[src/rtl/pwm_multichannel.sv]
// pwm_multichannel: N-channel PWM with shared prescaler, boundary-latched
// duty registers, optional servo threshold mapping and phase staggering.
module pwm_multichannel #(
  parameter int WIDTH       = 8,
  parameter int CHANNELS    = 3,
  parameter int PRESCALE_W  = 24,
  parameter int SERVO_BASE  = 13,
  parameter int SERVO_SHIFT = 4,
  parameter int STAGGER     = 0,
  localparam int CW = (CHANNELS > 1) ? $clog2(CHANNELS) : 1
) (
  input  logic                  clk_i,
  input  logic                  rst_i,
  input  logic                  enable_i,
  input  logic                  mode_i,
  input  logic [PRESCALE_W-1:0] prescale_i,
  input  logic                  wr_en_i,
  input  logic [CW-1:0]         wr_ch_i,
  input  logic [WIDTH-1:0]      wr_duty_i,
  output logic [CHANNELS-1:0]   pwm_o,
  output logic                  period_o
);

  localparam logic [WIDTH-1:0] CMAX = '1;
  localparam logic [CW:0]      CH_N = (CW+1)'(CHANNELS);

  logic [PRESCALE_W-1:0] q_q, q_d;
  logic [WIDTH-1:0]      cnt_q, cnt_d;
  logic [WIDTH-1:0]      pend_q [CHANNELS];
  logic [WIDTH-1:0]      pend_d [CHANNELS];
  logic [WIDTH-1:0]      act_q  [CHANNELS];
  logic [WIDTH-1:0]      act_d  [CHANNELS];
  logic                  mode_q, mode_d;
  logic                  en_q;
  logic                  bnd_q, bnd_d;
  logic [CHANNELS-1:0]   pwm_q, pwm_d;
  logic                  per_q, per_d;

  logic tick;
  logic start;
  logic load;
  logic wr_ok;
  logic mode_eff;

  assign wr_ok    = wr_en_i && ({1'b0, wr_ch_i} < CH_N);
  assign tick     = enable_i && (q_q >= prescale_i);
  assign start    = enable_i && !en_q;
  assign load     = start || (tick && (cnt_q == CMAX));
  assign mode_eff = start ? mode_i : mode_q;

  always_comb begin
    q_d   = '0;
    cnt_d = '0;
    if (enable_i) begin
      q_d   = tick ? '0 : q_q + 1'b1;
      cnt_d = tick ? cnt_q + 1'b1 : cnt_q;
    end
    mode_d = load ? mode_i : mode_q;
    bnd_d  = tick && (cnt_q == CMAX);
    per_d  = enable_i && bnd_q;
    for (int k = 0; k < CHANNELS; k++) begin
      pend_d[k] = pend_q[k];
      if (wr_ok && (wr_ch_i == CW'(k)))
        pend_d[k] = wr_duty_i;
      // a write on the load cycle goes straight to active
      act_d[k] = load ? pend_d[k] : act_q[k];
    end
  end

  for (genvar k = 0; k < CHANNELS; k++) begin : g_ch
    localparam logic [WIDTH-1:0] OFF =
      WIDTH'(STAGGER * k * ((2 ** WIDTH) / CHANNELS));
    logic [WIDTH-1:0] duty;
    logic [WIDTH-1:0] ph;
    logic [WIDTH:0]   thr;

    assign duty = start ? act_d[k] : act_q[k];
    assign ph   = cnt_q + OFF;

    always_comb begin
      thr = {1'b0, duty};
      if (mode_eff)
        thr = (WIDTH+1)'(SERVO_BASE) + (WIDTH+1)'(duty >> SERVO_SHIFT);
    end

    assign pwm_d[k] = enable_i && ({1'b0, ph} < thr);
  end

  always_ff @(posedge clk_i) begin
    if (rst_i) begin
      q_q    <= '0;
      cnt_q  <= '0;
      mode_q <= 1'b0;
      en_q   <= 1'b0;
      bnd_q  <= 1'b0;
      pwm_q  <= '0;
      per_q  <= 1'b0;
      for (int k = 0; k < CHANNELS; k++) begin
        pend_q[k] <= '0;
        act_q[k]  <= '0;
      end
    end else begin
      q_q    <= q_d;
      cnt_q  <= cnt_d;
      mode_q <= mode_d;
      en_q   <= enable_i;
      bnd_q  <= bnd_d;
      pwm_q  <= pwm_d;
      per_q  <= per_d;
      for (int k = 0; k < CHANNELS; k++) begin
        pend_q[k] <= pend_d[k];
        act_q[k]  <= act_d[k];
      end
    end
  end

  assign pwm_o    = pwm_q;
  assign period_o = per_q;

endmodule

[config.mk]
export PLATFORM = sky130hd
export DESIGN_NAME = pwm_multichannel
export DESIGN_NICKNAME = d
export VERILOG_FILES = /design/src/rtl/pwm_multichannel.sv
export SDC_FILE = /design/constraint.sdc
export NUM_CORES = 1
export LEC_CHECK = 0
export ABC_AREA = 0
export CORE_MARGIN = 2
export CORE_UTILIZATION = 50
export CTS_CLUSTER_SIZE = 30
export DETAILED_ROUTE_END_ITERATION = 8
export HOLD_SLACK_MARGIN = 0.15
export MAX_ROUTING_LAYER = met4
export PLACE_DENSITY = 0.69
export SLEW_MARGIN = 30
export SYNTH_ARGS = -nofsm -noshare
export SYNTH_HDL_FRONTEND = slang
export SYNTH_SLANG_ARGS = --single-unit
[constraint.sdc]
create_clock -name clk_i -period 9.35 [get_ports clk_i]
set_clock_uncertainty 0.15 [all_clocks]
set_input_delay 1.4025 -clock clk_i [delete_from_list [all_inputs] [get_ports clk_i]]
set_output_delay 1.4025 -clock clk_i [all_outputs]
set_load 0.01 [all_outputs]
# After elaboration in Yosys (flattened, before gate mapping)
# Memories as Yosys holds them, arrays and structs flattened.
# Index checks and enable logic that the tools add are counted.
totals:
  ff_bits: 39
  mem_bits_rw: 48
  input_bits: 39
  wordCells: 67
  n_memories: 2
classes:
  add_sub_neg: 5
  order_cmp: 5
  n_eq_ne: 3
  mux: 22
  n_bitwise: 7
  reduce_logical: 16
mem_list:
  columns: ["memory", "depth", "word_bits", "rd", "rd_ports_with_merged_regs", "write_ports", "line_no", "source"]
  rows:
  - ["act_q", 3, 8, 3, 0, 3, "31", "logic [WIDTH-1:0] act_q [CHANNELS];"]
  - ["pend_q", 3, 8, 3, 0, 3, "29", "logic [WIDTH-1:0] pend_q [CHANNELS];"]
ops:
  columns: ["op", "count"]
  rows:
  - ["8-bit 2-to-1 mux", 18]
  - ["8-bit by 9-bit < comparator with 1-bit output", 3]
  - ["24-bit by 1-bit adder with 24-bit output, second input constant", 1]
  - ["24-bit >= comparator", 1]
  - ["4-bit by 4-bit adder with 5-bit output, first input constant", 3]
  - ["1-bit logical AND", 11]
  - ["8-bit by 1-bit adder with 8-bit output, second input constant", 1]
  - ["8-bit == test, second input constant", 1]
  - ["1-bit bitwise OR", 6]
  - ["1-bit 2-to-1 mux", 4]
  - ["3-bit OR reduction", 1]
  - ["2-bit by 1-bit == test with 1-bit output, second input constant", 1]
  - ["2-bit == test, second input constant", 1]
  - ["2-bit logical NOT", 1]
  - ["2-bit < comparator, second input constant", 1]
  - ["2-bit OR reduction", 1]
  - ["1-bit logical NOT", 1]
  - ["1-bit logical OR", 1]
  - ["1-bit inverter", 1]

# Longest topological paths before layout
depth:
  word_depth: 10
  mapped_depth: 13
  ltp_nobuf: 12

# Worst setup path after synthesis
# Ideal clock, no wire load.
synth_timing:
  path_type: "input to register"
  startpoint: "input enable_i"
  endpoint: "register pwm_q[2], in the netlist pwm_o[2]"
  arrival_ps: 3672
  required_ps: 9085
  setup_slack_ps: 5413
  path_stages: 11
  path_buffers: 3
  path_cell_list: "nand2b_1 > clkbuf_1 > clkbuf_1 > mux2i_1 > clkbuf_1 > mux2i_1 > ha_1 > o21a_1 > o2111ai_1 > a21oi_1 > a2111oi_0"
synth_between:
  elab_chain_len: 9
  elab_cells_between_ends: 11
  cone_classes: "1 x add/sub; 1 x order compare; 4 x mux; 5 x reduce/logical"
synth_rtl:
  columns: ["element", "line_no", "source"]
  rows:
  - ["start, declared", "14", "input logic enable_i,"]
  - ["1-bit logical AND", "46", "assign tick = enable_i && (q_q >= prescale_i);"]
  - ["1-bit logical AND", "48", "assign load = start || (tick && (cnt_q == CMAX));"]
  - ["1-bit logical OR", "48", null]
  - ["8-bit 2-to-1 mux", "66", "act_d[k] = load ? pend_d[k] : act_q[k];"]
  - ["8-bit 2-to-1 mux", "77", "assign duty = start ? act_d[k] : act_q[k];"]
  - ["4-bit by 4-bit adder with 5-bit output", "83", "thr = (WIDTH+1)'(SERVO_BASE) + (WIDTH+1)'(duty >> SERVO_SHIFT);"]
  - ["8-bit 2-to-1 mux", "82", "if (mode_eff)"]
  - ["8-bit by 9-bit < comparator with 1-bit output", "86", "assign pwm_d[k] = enable_i && ({1'b0, ph} < thr);"]
  - ["1-bit logical AND *", "86", null]
  - ["end signal, assigned", "108", "pwm_q <= pwm_d;"]
  - ["end, declared", "36", "logic [CHANNELS-1:0] pwm_q, pwm_d;"]
# Every way passes the cells marked *; elsewhere a longest branch is shown, timed or not.
# A chain may end at the register's enable or synchronous reset.

# Worst setup path after layout
layout_timing:
  startpoint: "input wr_ch_i[0]"
  endpoint: "register pwm_q[2], in the netlist pwm_o[2]"
layout_between:
  elab_chain_len: 10
  elab_cells_between_ends: 11
  cone_classes: "1 x add/sub; 2 x order compare; 1 x eq/ne; 4 x mux; 3 x reduce/logical"
layout_rtl:
  columns: ["element", "line_no", "source"]
  rows:
  - ["start, declared", "18", "input logic [CW-1:0] wr_ch_i,"]
  - ["2-bit < comparator", "45", "assign wr_ok = wr_en_i && ({1'b0, wr_ch_i} < CH_N);"]
  - ["1-bit logical AND", "45", null]
  - ["1-bit logical AND *", "63", "if (wr_ok && (wr_ch_i == CW'(k)))"]
  - ["8-bit 2-to-1 mux *", "63", null]
  - ["8-bit 2-to-1 mux *", "66", null]
  - ["8-bit 2-to-1 mux *", "77", null]
  - ["4-bit by 4-bit adder with 5-bit output", "83", null]
  - ["8-bit 2-to-1 mux *", "82", null]
  - ["8-bit by 9-bit < comparator with 1-bit output *", "86", null]
  - ["1-bit logical AND *", "86", null]
# Marked as above.

==> flow_metrics.tcl <==
set metrics [dict create \
    outcome "finished, final reports clean" \
    antenna_left 0 \
    setup_viol 0 \
    yosys_warnings 0 \
    area_delta_synth_final_pct 14.0 \
    p_int_w 0.000522 \
    async_flop_share_pct 0 \
    powerDensity_nw_per_um2 127 \
    post_cts_buffers 0 \
    die-area_um2 10800 \
    post-place-ws_ns 4.53 \
    ys_seq_area_share_pct 35.0 \
    via_per_inst 5.32 \
    cts_resized 0 \
    clk_pin_slew_ns 0.09 \
    rsz0062_at_grt "false" \
    synth_fp_nets 665 \
    ctsHtreeMaxLevel 3 \
    fin_crit_ns 4.57 \
    slew_headroom_pct 49.9 \
    synth-edff-count 0 \
    gr-total-overflow 0 \
    crit_type "in -> reg" \
    worstSetupStartpointType "input port" \
    drt_first_pass_iters 5 \
    grt_max_degree 52 \
    cp.arrival_ns 4.66 \
    antenna_found_initial 0 \
    cts_root_buf "clkbuf_8" \
    endpoint_kind "flip-flop" \
    worst-path-max-fanout 10 \
    fp.dieH_um 104 \
    numCtsBuffers 9 \
    routabilityCongestion 0.839 \
    via_count 3988 \
    p_leak_nw 2.40 \
    wire_per_inst_um 14.4 \
    timing.hold.ws_ns 0.283 \
    drt-total-wl_mm 10.8 \
    synth_area_um2 4980 \
    clock_sinks 87 \
    critPathRequiredTime_ns 9.44 \
    reg2reg_to "act_q[0][15]" \
    n_fill_cell 930 \
    ir_worst_vdd_mv 0.0652 \
    ys.flop_type "dfxtp_1" \
    p_sw_w 0.000199 \
    hold_path_class "reg -> reg" \
    regToRegStartpoint "q_q[21]" \
    rows 36 \
    synth_cell_types 43 \
    dieWidth_um 104 \
    p_sw_share_pct 27.6 \
    grt_pass1_wl_mm 18.0 \
    fmax_mhz 219 \
    ios 43 \
    drive_above_1_share_pct 8.12 \
    syn_area_per_cell_um2 8.64 \
    grt.total_usage_pct 21.0 \
    io_buffers 42 \
    placed_cells 733 \
    n_antenna_cell 0 \
    ys_seq_elements 87 \
    worstSetupStartpoint "wr_ch_i[0]" \
    maxCapViolCount 0 \
    clock_latency_ns 0.36 \
    cts_tree "built" \
    p_seq_share_pct 53.1 \
    worst_pin_slew_ns 0.750 \
    cts.path.max_buffers 2 \
    p_clk_share_pct 33.6 \
    initial_core_util_pct 51.2 \
    hold_viol 0 \
    fin_nets 700 \
    netlist_instances 576 \
    stdcell_count 749 \
    grt_pass1_vias 3792 \
    fp.coreArea_um2 9730 \
    critPathCapture "pwm_o[2]" \
    slew_violations 0 \
    setup_tns_ns 0 \
    hpwlAfterDp_mm 7.84 \
    drt_iter0_markers 203 \
    cts_hold_buf 0 \
    timing.final.crit_share_pct 48.9 \
    reg2regPathDepth 8 \
    drcViolationCount 0 \
    setup_ws_ns 4.78 \
    combPwrFrac_pct 13.3 \
    regToRegSetupSlack_ns 6.04 \
]
==> layout make-up <==
class | instances | area [um^2] | share of cell area, %
clock buffer | 10 | 128 | 2.25
clock inverter | 6 | 46.3 | 0.816
inverter | 30 | 113 | 1.99
multi-input combinational | 436 | 3020 | 53.2
sequential | 87 | 1740 | 30.7
tap | 133 | 166 | 2.93
timing repair buffer | 47 | 458 | 8.07
==> how the worst min path moves through the flow <==
stage	slack (ns)	startpoint	depth (start not counted)	endpoint
final	0.28	bnd_q	1	period_o
after global routing	0.31	bnd_q	1	period_o
after CTS	0.29	bnd_q	1	period_o
after detailed placement	0.26	bnd_q	1	period_o
after global placement	0.26	bnd_q	1	period_o
after floorplan	0.26	bnd_q	1	period_o
==> cell usage after synthesis, types with 2 or more instances <==
cell,instances,area [um^2]
o31ai_1,2,15.0
a2111oi_0,2,17.5
buf_2,4,20.0
nand2_1,51,191
and3_1,8,50.1
buf_6,2,22.5
nor2b_1,25,156
a21o_1,4,30.0
xor2_1,13,114
ha_1,50,626
nand2b_1,8,50.1
mux2_2,24,270
nand4_1,6,37.5
or4_1,2,15.0
mux2i_1,30,300
o21ai_0,38,190
xnor2_1,17,149
or3_1,3,18.8
and2_1,3,18.8
a211oi_1,6,45.0
inv_1,30,113
a21oi_1,29,145
o211ai_1,5,37.5
clkbuf_1,17,63.8
nand3b_1,2,15.0
nand3_1,15,75.1
nor2_1,72,270
o21bai_1,2,15.0
dfxtp_1,87,1740
nor3_1,6,30.0
==> worst max-delay path: stages <==
cell and delay (ns):
clkdlybuf4s50_1 0.44, nand3b_1 0.54, mux2i_1 0.26, o21ai_0 0.44
a21oi_1 0.11, xor2_1 0.17, o21ai_0 0.23, ha_1 0.29
a21o_1 0.18, a21oi_1 0.14, a21oi_1 0.08, a2111oi_0 0.39
==> through the flow <==
stage                     total power [W]  instance area, um^2  utilization, %
after floorplan                  0.000451                 4980               -
after global placement           0.000485                 5500            56.5
after detailed placement         0.000487                 5500            56.5
after CTS                        0.000724                 5670            58.3
after global routing             0.000748                 5670            58.3
final                            0.000720                 5670            58.3
==> power by group through the flow <==
stage                     clock network (W)  registers (W)  logic (W)
after detailed placement                  0       0.000391  0.0000960
after CTS                          0.000245       0.000382  0.0000967
final                              0.000242       0.000382  0.0000961
after global placement                    0       0.000391  0.0000937
after global routing               0.000257       0.000383   0.000107
after floorplan                           0       0.000390  0.0000608
==> layer usage <==
metal / share of wire [%] / track usage (%)
met5: 0 / -
met3: 2.8 / 2.89
met2: 46 / 32.7
met1: 50 / 28.5
met4: 1.1 / 6.56
==> kinds of logic (layout without fill, tap and decap cells) <==
| family | after synthesis | count (layout) | share of synthesized area, % |
|---|---|---|---|
| compound gates | 94 | 94 | 11.2 |
| flops | 87 | 87 | 35.0 |
| mux | 55 | 55 | 11.9 |
| xor+xnor | 30 | 30 | 5.28 |
| buf+inv | 53 | 93 | 4.40 |
| fa+ha+maj | 50 | 50 | 12.6 |
| simple gates | 207 | 207 | 19.7 |
==> cell usage in the layout, fill, tap and decap left out, types with 2 or more instances in the layout <==
master,instances
dfxtp_1,87
nor2_1,72
nand2_1,51
ha_1,50
clkdlybuf4s50_1,42
o21ai_0,38
inv_1,30
mux2i_1,29
a21oi_1,29
nor2b_1,25
mux2_2,24
xnor2_1,17
nand3_1,15
xor2_1,13
clkbuf_8,9
nand2b_1,8
and3_1,8
nor3_1,6
a211oi_1,6
nand4_1,6
o211ai_1,5
buf_4,5
a21o_1,4
or3_1,3
and2_1,3
nand3b_1,2
o21bai_1,2
o31ai_1,2
or4_1,2
a2111oi_0,2
clkinv_4,2
clkinvlp_4,2
Note: power is estimated with default switching activity, not from simulation.
==> RTL edit, RTL diff (same flow settings) <==
The parameter `WIDTH` goes from 8 to 9.
--- a/src/rtl/pwm_multichannel.sv
+++ b/src/rtl/pwm_multichannel.sv
@@ -1,7 +1,7 @@
 // pwm_multichannel: N-channel PWM with shared prescaler, boundary-latched
 // duty registers, optional servo threshold mapping and phase staggering.
 module pwm_multichannel #(
-  parameter int WIDTH       = 8,
+  parameter int WIDTH       = 9,
   parameter int CHANNELS    = 3,
   parameter int PRESCALE_W  = 24,
   parameter int SERVO_BASE  = 13,
Ports: changed (resized wr_duty_i); port bits go from 43 to 44. No check against the original RTL was run, so the function may have changed too.
==> RTL edit against the original RTL <==
Critical endpoint is now pwm_o[1]. Worst setup slack got worse by 250 ps. Largest cell class unchanged. Cell area is 12% higher. Synthesized area increased by 13%. Clock power up 24%. Power is 15% higher. Wire length rose by 15%. Sequential cell count rose by 7. Critical path type unchanged. Register-to-register slack lost 160 ps.
==> RTL edit: results (changes against the original RTL) <==
Status
  – Run status: complete, no violations (unchanged)

Place
  – Setup Slack @ Placement: 4100 ps (was 4530 ps)
  – Total placed cells including tap cells: 800 (was 733)
  – Gpl congestion: 0.869 (was 0.839)
  – Detail Placement HPWL: 9.06 mm (was 7.84 mm)
  – Total of buffers placed on input and output ports: 43 (was 42)

Global routing
  – Largest net degree at the start of global routing: 58 (was 52)
  – Via count of the first global-routing pass: 4392 (was 3792)
  – Total global routing track utilization: 22.5% (was 21.0%)
  – Met2 demand-to-capacity share in global routing: 34.5% (was 32.7%)

Route
  – Initial DRC count: 294 (was 203)
  – Aggregate routed wire length: 12.4 mm (was 10.8 mm)
  – Vias: 4481 (was 3988)
  – DR WL met3: 580 um (was 305 um)
  – Wire length on met2: 5.65 mm (was 4.97 mm)

Power
  – Static power due to leakage: 2.77 nW (was 2.40 nW)
  – Worst voltage drop across the vdd grid: 0.0907 mV (was 0.0652 mV)
  – P_int: 0.612 mW (was 0.522 mW)

Layout
  – Inverters, non-clock: 32 (was 30)
  – Post-layout nets: 765 (was 700)
  – Number of standard cells in the layout, taps in and fillers out: 816 (was 749)
  – FF+latch count: 94 (was 87)
  – Fraction of standard cell area in multi-input logic: 55.1% (was 53.2%)
  – Share of final-layout standard cells stronger than drive strength 1: 8.14% (was 8.12%)
  – Fraction of area in clock buffers and inverters: 3.36% (was 3.07%)
  – Clock tree buffer count of the final layout: 11 (was 10)
  – Multi-input logic cell count: 486 (was 436)
  – Footprint of the multi-input gates: 3510 um2 (was 3020 um2)
  – Portion of the layout cell area used by non-clock buffers: 7.28% (was 8.07%)
  – Plain + repair buffers: 48 (was 47)

Logic synthesis
  – Syn nets: 734 (was 665)
  – Top post-synthesis cells by area: dfxtp_1, ha_1, mux2i_1, mux2_4, nor2_1 (was dfxtp_1, ha_1, mux2i_1, nor2_1, mux2_2)
  – Multiplexer share of the synthesized area: 12.9% (was 11.9%)
  – Count of unique library cells instantiated by Yosys: 46 (was 43)
  – Register area share after synthesis: 33.5% (was 35.0%)
  – Compound-Gate Fraction of Synth Area: 13.4% (was 11.2%)
  – Post-Syn Instances: 640 (was 576)
  – Synthesized-area fraction occupied by adder cells: 12.0% (was 12.6%)
  – Top post-synthesis cells by count: dfxtp_1, nor2_1, nand2_1, ha_1, mux2i_1 (was dfxtp_1, nor2_1, nand2_1, ha_1, o21ai_0)

Setup path
  – CP Data Arrival Time: 5000 ps (was 4660 ps)
  – Worst R2R Setup Slack: 5880 ps (was 6040 ps)
  – Crit path max fanout: 9 (was 10)

STA
  – Portion of the clock cycle consumed by the worst path in the final layout: 51.5% (was 48.9%)
  – Tightest hold margin: 311 ps (was 283 ps)

Clock tree
  – Clk_lat worst skew: 380 ps (was 360 ps)

Die
  – Die area: 12100 um2 (was 10800 um2)
## RTL edit: critical path, stage by stage
cell	delay [ps]
clkdlybuf4s50_1	450
nand3b_1	560
mux2i_1	340
o21ai_0	230
ha_1	300
nor3_1	260
xor2_1	210
mux2i_1	140
ha_1	340
a21o_1	160
a21oi_1	130
o21ai_0	100
a211oi_1	240
o21a_1	150
## RTL edit: power groups by stage
stage	sequential (mW)	clock (mW)	combinational, mW
after detailed placement	0.422	0	0.113
after CTS	0.413	0.307	0.114
after floorplan	0.421	0	0.0732
after global placement	0.422	0	0.110
final	0.413	0.300	0.113
after global routing	0.414	0.320	0.126
## RTL edit: final timing paths
check	startpoint	end	depth (start not counted)
worst max register to register	en_q	pwm_o[1]	13
worst min-delay path	bnd_q	period_o	1
worst max-delay path	wr_ch_i[1]	pwm_o[1]	14
worst min register to register	bnd_q	period_o	1
